`config.mk`:
```
export PLATFORM = sky130hd
export DESIGN_NAME = fixed_latency_multi
export DESIGN_NICKNAME = d
export VERILOG_FILES = /design/src/rtl/multi_pkg.sv /design/src/rtl/multi_booth_step.sv /design/src/rtl/fixed_latency_multi.sv
export SDC_FILE = /design/constraint.sdc
export NUM_CORES = 1
export LEC_CHECK = 0
export ABC_CLOCK_PERIOD_IN_PS = 5000
export BUFFER_PORTS_ARGS = -buffer_cell sky130_fd_sc_hd__clkbuf_2
export CAP_MARGIN = 30
export CORE_ASPECT_RATIO = 0.5
export CORE_UTILIZATION = 55
export CTS_BUF_LIST = sky130_fd_sc_hd__clkbuf_8
export CTS_CLUSTER_SIZE = 30
export DETAILED_ROUTE_END_ITERATION = 8
export HOLD_SLACK_MARGIN = 0.06
export PLACE_DENSITY = 0.8
export REMOVE_ABC_BUFFERS = 1
export SLEW_MARGIN = 15
export SYNTH_ARGS = -nofsm -noshare
export SYNTH_HDL_FRONTEND = slang
export SYNTH_SLANG_ARGS = --single-unit
```
`constraint.sdc`:
```
create_clock -name clock -period 5 [get_ports clock]
set_clock_uncertainty 0.1 [all_clocks]
set_input_delay 1 -clock clock [delete_from_list [all_inputs] [get_ports clock]]
set_output_delay 1 -clock clock [all_outputs]
set_load 0.05 [all_outputs]
```
`src/rtl/multi_pkg.sv`:
```
// Shared definitions for the fixed-latency sequential signed multiplier.
//   MULT_W   : default operand width
//   MULT_LAT : clocks from the accepting edge to the edge that raises valid
//   state_t  : control FSM encoding (IDLE, BUSY, DONE)
package multi_pkg;
  localparam int MULT_W   = 32;
  localparam int MULT_LAT = MULT_W + 1;

  typedef enum logic [1:0] {
    IDLE = 2'd0,
    BUSY = 2'd1,
    DONE = 2'd2
  } state_t;
endpackage

```
`src/rtl/multi_booth_step.sv`:
```
// One radix-2 Booth iteration, purely combinational.
//   acc_i/acc_o   : W+1 bit signed accumulator (upper half of the product)
//   mq_i/mq_o     : W bit multiplier register (lower half of the product)
//   qm1_i/qm1_o   : bit shifted out of mq on the previous step (b[i-1])
//   mcand_i       : signed multiplicand
// The accumulator is one bit wider than the operands so that subtracting
// the most negative multiplicand cannot overflow.
module multi_booth_step #(
  parameter int W = 32
) (
  input  logic [W:0]   acc_i,
  input  logic [W-1:0] mq_i,
  input  logic         qm1_i,
  input  logic [W-1:0] mcand_i,
  output logic [W:0]   acc_o,
  output logic [W-1:0] mq_o,
  output logic         qm1_o
);
  logic [W:0] mcand_x;
  logic [W:0] sum;

  always_comb begin
    mcand_x = {mcand_i[W-1], mcand_i};
    sum     = acc_i;
    case ({mq_i[0], qm1_i})
      2'b01:   sum = acc_i + mcand_x;
      2'b10:   sum = acc_i - mcand_x;
      default: sum = acc_i;
    endcase
  end

  // Arithmetic right shift of the {sum, mq, qm1} chain by one.
  assign acc_o = {sum[W], sum[W:1]};
  assign mq_o  = {sum[0], mq_i[W-1:1]};
  assign qm1_o = mq_i[0];
endmodule

```
`src/rtl/fixed_latency_multi.sv`:
```
// Sequential signed W x W -> 2W multiplier with a single adder.
//   clock : rising-edge clock
//   reset : synchronous, active-low; clears result, valid and control
//   mlier : signed multiplier, captured on the accepting edge
//   mcand : signed multiplicand, captured on the accepting edge
//   prodt : registered signed product, held until the next completion
//   start : level request, accepted only in IDLE
//   valid : one-cycle pulse, W+1 edges after acceptance
// IDLE accepts, BUSY runs W Booth steps counted 0..W-1, DONE publishes the
// result for one cycle and returns to IDLE.
module fixed_latency_multi
  import multi_pkg::*;
#(
  parameter int W = MULT_W
) (
  input  logic           clock,
  input  logic           reset,
  input  logic [W-1:0]   mlier,
  input  logic [W-1:0]   mcand,
  output logic [2*W-1:0] prodt,
  input  logic           start,
  output logic           valid
);
  localparam int CW = $clog2(W);

  state_t         state_q, state_d;
  logic [CW-1:0]  cnt_q, cnt_d;
  logic [W:0]     acc_q, acc_d;
  logic [W-1:0]   mq_q, mq_d;
  logic           qm1_q, qm1_d;
  logic [W-1:0]   mcand_q, mcand_d;
  logic [2*W-1:0] prodt_q, prodt_d;
  logic           valid_q, valid_d;

  logic [W:0]     acc_step;
  logic [W-1:0]   mq_step;
  logic           qm1_step;

  multi_booth_step #(.W(W)) u_step (
    .acc_i   (acc_q),
    .mq_i    (mq_q),
    .qm1_i   (qm1_q),
    .mcand_i (mcand_q),
    .acc_o   (acc_step),
    .mq_o    (mq_step),
    .qm1_o   (qm1_step)
  );

  always_comb begin
    state_d = state_q;
    cnt_d   = cnt_q;
    acc_d   = acc_q;
    mq_d    = mq_q;
    qm1_d   = qm1_q;
    mcand_d = mcand_q;
    prodt_d = prodt_q;
    valid_d = 1'b0;
    case (state_q)
      IDLE: begin
        if (start) begin
          mcand_d = mcand;
          mq_d    = mlier;
          qm1_d   = 1'b0;
          acc_d   = '0;
          cnt_d   = '0;
          state_d = BUSY;
        end
      end
      BUSY: begin
        acc_d = acc_step;
        mq_d  = mq_step;
        qm1_d = qm1_step;
        cnt_d = cnt_q + 1'b1;
        if (cnt_q == CW'(W - 1)) begin
          state_d = DONE;
        end
      end
      DONE: begin
        // The true product fits in 2W bits, so the accumulator's extra
        // guard bit is only a sign copy and is dropped here.
        prodt_d = {acc_q[W-1:0], mq_q};
        valid_d = 1'b1;
        state_d = IDLE;
      end
      default: state_d = IDLE;
    endcase
  end

  always_ff @(posedge clock) begin
    if (!reset) begin
      state_q <= IDLE;
      cnt_q   <= '0;
      acc_q   <= '0;
      mq_q    <= '0;
      qm1_q   <= 1'b0;
      mcand_q <= '0;
      prodt_q <= '0;
      valid_q <= 1'b0;
    end else begin
      state_q <= state_d;
      cnt_q   <= cnt_d;
      acc_q   <= acc_d;
      mq_q    <= mq_d;
      qm1_q   <= qm1_d;
      mcand_q <= mcand_d;
      prodt_q <= prodt_d;
      valid_q <= valid_d;
    end
  end

  assign prodt = prodt_q;
  assign valid = valid_q;
endmodule

```
==> results.md, run 1 <==
STA:
- In this run the tightest slew margin relative to its limit is 0.3984.
- At the pin with the least slew margin, the transition time is 901.8 ps.
- The worst path meets setup with 485.6 ps of slack.
- The number of hold-slack violations in the final timing report came to 0.
- The routed design could run at a clock period as short as 4514 ps.
- The final number of setup-violating endpoints is 0.
- In the finished design, the share of the clock period the worst path needs comes to 0.9029.
- The count of pins over their slew limit is 0.
- The maximum operating frequency is 221.5 MHz.
- Setup repair after global routing left no endpoint under its margin.
- After routing, the total negative slack on setup checks comes to 0 ps.

Yosys:
- In the synthesized netlist the async set-or-reset flop fraction comes to 0.
- Synthesis produced 1083 cells.
- Counting distinct cell types in the post-synthesis netlist gives 59.
- Yosys printed 0 warnings.
- After synthesis, the cell types taking the most area are dfxtp_1 (38%), a21boi_0 (11%), nand2_1 (11%).
- The share of the Yosys chip area taken by registers is 0.3834.
- The most used flip-flop cell after synthesis is dfxtp_1.
- The average footprint of a synthesized cell is 8.148 sq um.
- Summing every instance area after synthesis gives 0.008825 sq mm.
- The synthesized design contains 0 enable-type register cells.
- In the synthesized netlist, the cells that appear most often are nand2_1 (257), dfxtp_1 (169), a21boi_0 (133).
- The share of synthesized area in the top cell type comes to 0.3834.
- The synthesized design contains 169 register bits.
- The largest total area in the synthesized netlist belongs to dfxtp_1.
- The most common cell in the synthesized netlist is nand2_1.

Die:
- The chip height is 91.57 um.
- The width of the chip is 181.1 um.
- For this configuration, the core starts out at a cell density of 0.5681.
- 132 I/O pins were placed.
- The floorplan step defined a die boundary enclosing 0.01659 sq mm.
- The floorplan has 32 rows.
- After floorplanning, the core was sized to cover 0.01553 sq mm.

Clock network:
- The number of H-tree branching levels is 4.
- The CTS buffer count is 17.
- In this run the deepest clock path goes through 2 buffers.
- Gates resized during post-CTS repair numbered 0.
- The register clock-pin slew on the reported worst setup and hold paths is 100 ps.
- In this run the post-CTS setup repair buffer count came out at 0.
- The TritonCTS clock tree is done.
- The later pin in the worst-skew pair is clocked with a latency of 480 ps.
- The root buffer cell is clkbuf_8.
- The hold-fix buffer count after cts is 0.
- The number of sinks driven by the clock tree is 169.

Placed design:
- The total of buffers placed on input and output ports is 131.
- Detailed placement ended at an HPWL of 15.99 mm.
- The worst slack at placement is 577.0 ps.
- The post-placement cell area is 0.009598 sq mm.
- The routability-driven placement congestion ratio is 0.9318.
- Once placement completed, the tool counted placed cells totaling 1357.

GRT:
- The global routing's busiest layer is met2.
- The met3 routing resource usage after global routing is 0.07100.
- The global-route wire length before repair is 36.51 mm.
- After global routing the overflow that remains totals 0.
- For this run, global-route usage on met1 was measured as 0.3880.
- Entering global routing, the biggest net connects 120 pins.
- The initial antenna violation count is 0.
- Across every metal layer, demand over resource in global routing totals 0.2761.
- The via count of the first global-routing pass is 7308.
- For met2 alone, demand over resource in global routing was 0.4221.

Worst setup path:
- In this run the critical register-to-register path is captured at acc_q[30].
- The worst setup path is captured at a flip-flop.
- The worst setup path is launched from a flip-flop.
- The reg-to-reg critical path startpoint is mcand_q[5].
- The critical path class is flip-flop to flip-flop.
- Data on the critical path is required at its endpoint by 5240 ps.
- The cell depth of the worst flop-to-flop path is 16.
- The setup slack on the worst flop-to-flop path is 490 ps.
- The peak fanout along the critical path is 6.
- The arrival time at the worst endpoint is 4760 ps.

Finish:
- The number of antenna diodes in the final layout is 0.
- The multi-input gate area in the final layout is 0.005146 sq mm.
- The filler-free cell count of the finished design is 1390.
- The layout has 1323 filler cells.
- The net count of the finished layout is 1277.
- The flip-flop and latch area is 0.003383 sq mm.
- Of the cells placed in the final design, the portion with a size suffix greater than 1 is 0.1602.
- The finished cells cover 0.01005 sq mm.
- From synthesis to final layout, the design area changed by 13.84%.

Power:
- The completed layout was analyzed and its total power is 3242 uW.
- VDD sags by at most 0.1815 mV.
- Dividing total power by cell area gives a power density of 322.7 mW/mm^2.
- The analysis attributes to cell leakage a power of 0.003961 uW.

Route:
- The via-per-instance ratio is 5.735.
- The final routed wire length divided by cell count is 16.27 um.
- The remaining antenna violation count after routing is 0.
- The total via count after detailed routing is 7971.
- The first routing iteration left 633 violations.
- The number of remaining DRC errors is 0.
- The routed design has 22.61 mm of wire.
- Before antenna repair, the detailed router went through 7 iterations.

Run:
- The number of max-cap violations is 0.

Status:
- The flow ran to the end, and the final reports show no timing, DRC or antenna violations.

Min path:
- The class of the worst hold path is flip-flop to flip-flop.
- The end point of the most critical hold path is prodt[49].
- Counting instances, the worst hold path has a depth of 2.
- The critical hold path startpoint is prodt[49].
## cells by family after synthesis
logic type,after synthesis,share of synthesized area
xor+xnor,60,0.05955
flops,169,0.3834
simple gates,390,0.1961
buf+inv,86,0.03672
mux,2,0.002269
fa+ha+maj,37,0.05331
compound gates,339,0.2687
## how the worst max path moves through the flow
stage | startpoint | cells after the start | end | slack, ps
final | mcand_q[5] | 16 | acc_q[30] | 490
after global routing | mcand_q[5] | 16 | acc_q[30] | 230
after CTS | mcand_q[5] | 16 | acc_q[30] | 560
after global placement | mcand_q[0] | 16 | acc_q[30] | 780
after detailed placement | mcand_q[5] | 16 | acc_q[30] | 580
after floorplan | mcand_q[2] | 16 | acc_q[28] | 1090
## per-layer routing
metal	up-vias	share of wire	wire length, um
met3	23	0.068	1527
met1	3750	0.49	11070
met2	224	0.43	9731
li1	3974	-	-
met4	0	0.012	279
met5	-	0	0
## worst max-delay path, stage by stage, from the launching register on
cell and delay (ps):
dfxtp_1 380, nor4_1 510, nand2b_1 130, nor3b_1 480, and2_1 300, nor2_1 70
xnor2_1 180, ha_1 320, a21oi_1 250, a21oi_1 90, or2_1 220, a22o_1 210
a311oi_1 350, nor2_1 170, a221oi_1 350, xor2_1 190, a21oi_1 80
## state kept, by name (all words and copies together) (netlist names)
name     flops
state_q      2
qm1_q        1
acc_q       32
mcand_q     32
cnt_q        5
mq_q        32
valid        1
prodt       64
## cells in the final DEF, fill, tap and decap left out, types with 5 or more instances in the layout
| cell | n |
|---|---|
| a211oi_1 | 6 |
| a21boi_0 | 133 |
| a21o_1 | 17 |
| a21oi_1 | 63 |
| a222oi_1 | 8 |
| a22oi_1 | 33 |
| and3_1 | 9 |
| buf_4 | 10 |
| clkbuf_2 | 130 |
| clkbuf_8 | 18 |
| dfxtp_1 | 169 |
| ha_1 | 36 |
| inv_1 | 14 |
| inv_8 | 6 |
| nand2_1 | 257 |
| nand2b_1 | 8 |
| nand3_1 | 15 |
| nor2_1 | 40 |
| nor2b_1 | 15 |
| nor3_1 | 9 |
| o211ai_1 | 5 |
| o21a_1 | 6 |
| o21ai_0 | 21 |
| o21ai_1 | 7 |
| o221ai_1 | 14 |
| or3_1 | 5 |
| xnor2_1 | 50 |
| xor2_1 | 10 |
## cell type report
type | count | share of cell area
multi-input combinational | 828 | 0.5123
sequential | 169 | 0.3368
inverter | 14 | 0.005231
clock buffer | 18 | 0.02466
timing repair buffer | 143 | 0.07847
tap | 204 | 0.02541
clock inverter | 14 | 0.01719
## stage by stage
step,hold WS [ps],utilization
6_report,364.0,0.6467
5_1_grt,387.3,0.6467
4_1_cts,371.5,0.6449
3_5_place_dp,357.6,0.6178
3_3_place_gp,347.6,0.6156
2_1_floorplan,354.0,-
## where the power goes
part	internal (uW)	total (uW)	switching [uW]
logic	307	742	435
registers	1400	1460	61.0
clock network	440	1040	600
total	2140	3240	1100
(Power assumes the default switching activity.)
==> run 2: changes to the inputs <==
BUFFER_PORTS_ARGS = -buffer_cell sky130_fd_sc_hd__buf_2   (was -buffer_cell sky130_fd_sc_hd__clkbuf_2)
==> results.md, run 2 (same netlist as run 1, synthesis figures left out) <==
Worst setup path:
- In this design, the stage delay of the slowest critical-path cell is 520 ps.
- The critical path class is flip-flop to flip-flop.
- STA puts the critical path data arrival time at 4670 ps.
- Grouping stages by cell kind, the critical path spends the most delay in simple AND/OR/NAND/NOR gates.
- The peak fanout along the critical path is 6.
- The critical path runs through a total of 16 cells.
- In this design, the critical path's most frequently occurring cell is a21oi_1.
- The last element of the critical path is acc_q[30].
- The capturing point of the worst reg2reg path is acc_q[30].
- Traced cell by cell, the critical path runs through nor4_1 > nand2b_1 > nor3b_1 > and2_1 > nor2_1 > xnor2_1 > ha_1 > a21oi_1 > a21oi_1 > or2_1 > a22o_1 > a311oi_1 > nor2_1 > a221oi_1 > xor2_1 > a21oi_1.
- STA classifies the critical path startpoint as a flip-flop.
- The cell with the largest stage delay on the worst path is nor4_1.
- Tracing the worst setup path back leads to its startpoint at mcand_q[5].
- The number of buffer and inverter stages on the critical path is 0.
- For the worst setup path, the data required time is 5250 ps.
- The setup slack on the worst flop-to-flop path is 580 ps.
- The critical path capture point type is a flip-flop.
- The reg-to-reg critical path startpoint is mcand_q[5].
- The cell depth of the worst flop-to-flop path is 16.

Power:
- The part of the total power dissipated in combinational logic is 0.234.
- The power dissipated by switching net loads is 1087 uW.
- The internal power consumption is 2074 uW.
- The sequential fraction of design power is 0.462.
- The share of total power in the clock network is 0.304.
- The largest voltage drop on the vdd net is 0.1838 mV.
- Power spread over the standard cell area amounts to 316.4 mW/mm^2.
- The switching share of power is 0.3439.
- The analysis attributes to cell leakage a power of 0.003988 uW.

STA:
- At the pin with the least slew margin, the transition time is 995.4 ps.
- The maximum operating frequency is 226.2 MHz.
- The count of pins over their slew limit was 0.
- Setup violations remaining at the end of the flow were counted as 0.
- Hold timing on the final database bottoms out at a slack of 362.3 ps.
- The number of hold-slack violations in the final timing report is 0.
- The sum of negative setup slack is 0 ps.
- The worst path in the final design needs a cycle of 4421 ps, including I/O delays and setup.
- The max-slew headroom at the worst pin is 0.3348.
- The slack of the critical path is 578.8 ps.
- The share of the clock period used by the worst path is 0.8842.
- Setup repair after global routing left no endpoint under its margin.

GRT:
- The largest net degree at the start of global routing is 124.
- The first global-routing pass estimated 36.22 mm of wire.
- The initial antenna violation count is 0.
- The via count of the first global-routing pass was 7272.
- The total overflow left after global routing is 0.
- The total global routing track utilization is 0.2739.

Clock network:
- The later pin in the worst-skew pair is clocked with a latency of 480 ps.
- The number of H-tree branching levels is 4.
- The root buffer cell is clkbuf_8.
- The number of setup buffers added after CTS is 0.
- Counting along the longest clock path gives a buffer depth of 2.
- The TritonCTS clock tree is done.
- In this run, post-CTS repair resized a total of 0 instances.
- Counting every sink on the clock net gives 169.
- TritonCTS created 17 clock buffers.
- Buffers inserted to repair hold after CTS numbered 0.
- After clock tree synthesis, the clock-pin slew on the worst setup and hold paths is 100 ps.

Route:
- Summed over all layers, the routed wires come to 22.48 mm.
- The length of the first detailed-routing pass in iterations is 5.
- The detailed router finished its first iteration with 543 violations.
- Using the TritonRoute via totals, the vias-per-cell ratio works out to 5.762.
- After detailed routing, the number of remaining DRC violations is 0.
- After detailed routing, the average wire length per cell comes to 16.18 um.
- The routed layout has 8004 vias.
- Once detail routing completed, the nets flagged for antenna violations numbered 0.

Finish:
- The number of flip-flops under the largest register name is 64.
- The final core utilization is 0.6433.
- The top cell types in the final layout, fill and taps aside, are nand2_1 (257), dfxtp_1 (169), a21boi_0 (133).
- The area growth from synthesis to layout is 13.24%.
- The total non-filler cell area in the finished layout is 0.009993 sq mm.
- The commonest non-fill, non-tap cell in the layout is nand2_1.
- In the final design database the tool counted 1276 nets.
- The proportion of layout cells with a drive suffix above 1 is 0.1595.
- The diode insertion count for antenna repair is 0.

Placed design:
- The congestion estimate from routability-driven global placement came to 0.9444.
- Buffers placed on the I/O ports in this run total 131.
- Prior to clock tree synthesis, the placed netlist has a worst setup slack of 700.6 ps.
- Once placement finished, the instance area stood at 0.009578 sq mm.
- The HPWL after detailed placement is 15.79 mm.

Status:
- The flow ran to the end, and the final reports show no timing, DRC or antenna violations.

Die:
- The number of rows created at floorplan is 32.
- The die is 181.1 um wide.
- The core outline area is 0.01553 sq mm.
- The chip height is 91.57 um.
- Pin placement for this block handled 132 I/O pins.
- The die outline area is 0.01659 sq mm.
- For this configuration, the core starts out at a cell density of 0.5681.

Run:
- The number of max-cap violations is 0.

Min path:
- The critical hold path startpoint is prodt[58].
- The class of the worst hold path is flip-flop to flip-flop.
run 2: changes by cell type in the layout (fill, tap and decap cells not counted), moves of 2 or more:
cell	delta
inv_6	+3
buf_2	+130
clkinv_2	+2
inv_8	-3
clkbuf_2	-130
run 2: layout make-up:
cell class,count,area (sq um)
clock inverters,15,153.9
flip-flops and latches,169,3383
multi-input cells,828,5146
inverters,14,52.55
repair buffers,142,768.2
well taps,204,255.2
fillers,1384,5542
clock buffers,17,234.0
run 2: worst min path at each step:
stage / end / slack, ps / cells after the start
detailed placement: prodt[39] / 350 / 2
finish: prodt[58] / 360 / 2
global placement: prodt[39] / 340 / 2
global route: prodt[47] / 380 / 2
floorplan: prodt[10] / 350 / 2
CTS: prodt[39] / 370 / 2
run 2: worst reg2reg max path, cell delays in order, from the launching register on:
cell and delay, ps:
dfxtp_1 380, nor4_1 530, nand2b_1 150, nor3b_1 420
and2_1 300, nor2_1 70, xnor2_1 140, ha_1 360
a21oi_1 250, a21oi_1 90, or2_1 220, a22o_1 200
a311oi_1 350, nor2_1 190, a221oi_1 310, xor2_1 180
a21oi_1 80
run 2: layer usage:
layer / wire length [um] / part of all wire / track usage / up-vias
met5: 0 / 0 / 0 / -
met4: 201 / 0.0089 / 0.06003 / 0
met3: 1549 / 0.069 / 0.06378 / 20
met2: 9528 / 0.42 / 0.4147 / 233
met1: 11200 / 0.50 / 0.3927 / 3790
li1: - / - / - / 3961
run 2: through the flow:
step | power, uW | instances
after global routing | 3327 | 1389
final | 3162 | 1389
after global placement | 2204 | 1355
after floorplan | 1998 | 1011
after detailed placement | 2211 | 1356
after CTS | 3167 | 1388
run 2: power by group through the flow:
stage / Clock [uW] / Combinational (uW) / Sequential [uW]
after floorplan: 0 / 528 / 1470
after global placement: 0 / 717 / 1490
after detailed placement: 0 / 722 / 1490
after CTS: 983 / 726 / 1460
after global routing: 1050 / 814 / 1470
final: 962 / 740 / 1460
==> run 3: changes to the inputs <==
ABC_AREA = 1   (was default)
PLACE_DENSITY = 0.75   (was 0.8)
==> results.md, run 3 <==
Power:
- For this design the ratio of total power to cell area is 314.1 mW/mm^2.
- The leakage power of the design is 0.005324 uW.
- VDD sags by at most 0.2454 mV.

Die:
- 132 I/O pins were placed.
- The die covers 0.01764 sq mm.
- The core outline area is 0.01652 sq mm.
- The number of rows created at floorplan is 33.
- For this configuration, the core starts out at a cell density of 0.5689.
- The die is 186.8 um wide.
- The chip height is 94.42 um.

STA:
- The final number of setup-violating endpoints is 0.
- Measured against its own limit, the worst slew margin works out to 0.4329.
- At the pin with the least slew margin, the transition time is 849.7 ps.
- The number of hold-slack violations in the final timing report came to 0.
- For the final routed database, the setup TNS stands at 0 ps.
- For the finished layout, the period the worst path requires is 3681 ps.
- The worst hold slack is 374.4 ps.
- Based on the critical path, the design can be clocked at up to 271.6 MHz.
- The share of the clock period used by the worst path is 0.7363.
- Setup repair after global routing left no endpoint under its margin.
- The count of pins over their slew limit is 0.

Clock network:
- For the worst-skew pair, the clock arrives at the later sink with an insertion delay of 470 ps.
- The number of resized instances in the post-cts repair step is 0.
- In this run the deepest clock path goes through 2 buffers.
- The register clock-pin slew on the reported worst setup and hold paths is 100 ps.
- TritonCTS built the clock tree.
- In this run the post-CTS setup repair buffer count came out at 0.
- The tree built by TritonCTS fans out to 169 sinks.
- Buffers inserted during clock tree synthesis total 17.
- The number of H-tree branching levels is 4.
- The root buffer cell chosen for the clock tree is clkbuf_8.
- After clock tree synthesis, the flow added hold-fix buffers numbering 0.

Yosys:
- Counting every instance in the synthesized netlist gives 1425.
- The most frequent cell after synthesis is nand2_1.
- The async set-or-reset flop fraction in the synthesized netlist is 0.
- The average footprint of a synthesized cell is 6.593 sq um.
- After synthesis, the cell types taking the most area are dfxtp_1 (36%), nand2_1 (13%), nor2_1 (9.2%).
- The main combinational cell family by area after synthesis is simple AND/OR/NAND/NOR gates.
- The cell area that synthesis handed to floorplanning was 0.009395 sq mm.
- Measured against the total synthesized area, the mux share comes to 0.
- Of the post-synthesis cell area, the dominant cell type holds 0.3601.
- The arithmetic-cell share of the synthesized area counting full adders, half adders and majority gates is 0.05007.
- For this run, the number of Yosys warnings is 0.
- The compound-gate portion of the synthesized area is 0.1785.
- The synthesized design spends more area on one cell type than any other, namely dfxtp_1.
- The distinct cell type count after synthesis is 42.
- The post-synthesis share of cell area spent on and, or, nand and nor gates is 0.2797.
- The flip-flop and latch count after synthesis is 169.
- Counting flops with a built-in enable in the synthesized netlist gives 0.
- For this run, the register share of the synthesized area comes to 0.3601.
- The leading register cell type out of synthesis is dfxtp_1.
- The xor and xnor fraction of the mapped netlist area is 0.03915.
- After synthesis, the most frequently instantiated cells are nand2_1 (318), nor2_1 (231), dfxtp_1 (169).

Worst setup path:
- On the critical path the largest part of the delay comes from simple AND/OR/NAND/NOR gates.
- Data arrives at the worst endpoint at 3980 ps.
- On the worst path, the slowest cell contributes a delay of 600 ps.
- Walking the worst path, the cells encountered are ha_1 > inv_2 > nand2_1 > o21ai_0 > xor2_1 > inv_1 > ha_1 > nand2_1 > inv_1 > a21oi_1 > nand2_1 > nand2_1 > nand2_1 > nand2_1 > nand2_1 > nand2_1 > nand3_1 > a21oi_1.
- The kind of launch point of the worst setup path is a flip-flop.
- The most numerous cell type found on the critical path is nand2_1.
- The number of buffer and inverter stages on the critical path is 3.
- Data on the critical path is required at its endpoint by 5300 ps.
- The critical path is of the flip-flop to flip-flop type.
- The peak fanout along the critical path is 18.
- The largest individual stage delay along the critical path comes from the cell ha_1.
- The worst setup path is captured at a flip-flop.

GRT:
- The total global routing track utilization is 0.3257.
- The initial antenna violation count was 0.
- After global routing the overflow that remains totals 0.
- The global-route wire length before repair is 45.46 mm.
- The largest net degree at the start of global routing is 83.
- The via count of the first global-routing pass is 8723.

Route:
- Across all layers, the routed design uses 9654 vias.
- The DRC violation total after the first TritonRoute iteration is 913.
- The via-per-instance ratio is 5.488.
- The routed design has 28.41 mm of wire.
- The length of the first detailed-routing pass in iterations is 7.
- The number of remaining DRC errors is 0.
- The remaining antenna violation count after routing is 0.
- The final routed wire length divided by cell count is 16.15 um.

Placed design:
- During placement, the flow inserted port buffers numbering 131.
- The routability-driven placement congestion ratio is 0.9644.
- After detailed placement, the total cell area comes to 0.01016 sq mm.
- The HPWL reported at the end of detailed placement is 20.29 mm.

Min path:
- In this run the worst hold path is classified as flip-flop to flip-flop.

Finish:
- In the final layout, the share of cells above drive strength 1 is 0.1279.
- After routing the design area is 0.01057 sq mm.
- Leaving out fill and tap cells, the most frequent cell in the layout is nand2_1.
- For this run, the post-layout net count is 1623.
- Relative to the synthesized area, the layout overhead comes to 12.53%.
- The top cell types in the final layout, fill and taps aside, are nand2_1 (318), nor2_1 (230), dfxtp_1 (169).
- The number of antenna diodes in the final layout is 0.
- The register with the most flip-flops in the layout has 64 of them.
- Fill cells in the final layout number 1542.

Run:
- Across the run, the number of max-cap violations was 0.

Status:
- The run finished with clean final reports.
## run 3: changes by cell type in the layout (fill, tap and decap cells not counted), sizes merged, moves of 61 or more
cell / delta
a21oi: +61
o21ai: +109
nor2: +195
nand2: +62
inv: +145
a21boi: -133
## run 3: worst min-delay path, cell delays in order, from the launching register on
cell and delay, ps:
dfxtp_1 320, inv_1 70, a21oi_1 60
## run 3: worst paths after layout
| kind | endpoint | slack, ps | cells after the start | start |
|---|---|---|---|---|
| max | acc_q[26] | 1320 | 18 | mq_q[0] |
| min | prodt[6] | 370 | 2 | mq_q[6] |
| max reg2reg | acc_q[26] | 1320 | 18 | mq_q[0] |
| min reg2reg | prodt[6] | 370 | 2 | mq_q[6] |
## run 3: layout make-up
type / instances / area (sq um) / share of cell area
Clock inverter: 14 / 140.1 / 0.01325
Tap cell: 227 / 284.0 / 0.02686
Multi-Input combinational cell: 1029 / 5155 / 0.4876
Timing Repair Buffer: 139 / 750.7 / 0.07101
Sequential cell: 169 / 3383 / 0.3200
Clock buffer: 18 / 247.7 / 0.02343
Inverter: 163 / 611.8 / 0.05787
## run 3: per-layer routing
| metal | wire length (um) | GRT usage | share of wire |
|---|---|---|---|
| met4 | 352 | 0.06967 | 0.012 |
| met5 | 0 | 0 | 0 |
| met1 | 13770 | 0.4629 | 0.48 |
| met3 | 2235 | 0.06689 | 0.079 |
| met2 | 12050 | 0.5087 | 0.42 |
## run 3: logic make-up (layout without fill, tap and decap cells)
family | count (synthesis) | count (layout)
AND/OR/NAND/NOR | 644 | 644
XOR/XNOR | 42 | 42
adder cells (fa/ha/maj) | 37 | 37
AO/OA/AOI/OAI | 306 | 306
flip-flops | 169 | 169
buffers and inverters | 227 | 334
## run 3: power by group
group          switching [uW]  internal [uW]  total (uW)
Clock                     592            378         969
Sequential               74.1           1410        1480
Combinational             575            291         866
## run 3: per-stage QoR
| stage | setup slack [ps] | utilization | power (uW) | std cells |
|---|---|---|---|---|
| finish | 1319 | 0.6402 | 3321 | 1759 |
| global route | 1012 | 0.6402 | 3493 | 1759 |
| CTS | 1402 | 0.6385 | 3308 | 1758 |
| detailed placement | 1433 | 0.6150 | 2354 | 1726 |
| global placement | 1561 | 0.6150 | 2346 | 1726 |
| floorplan | 750.3 | - | 2087 | 1361 |
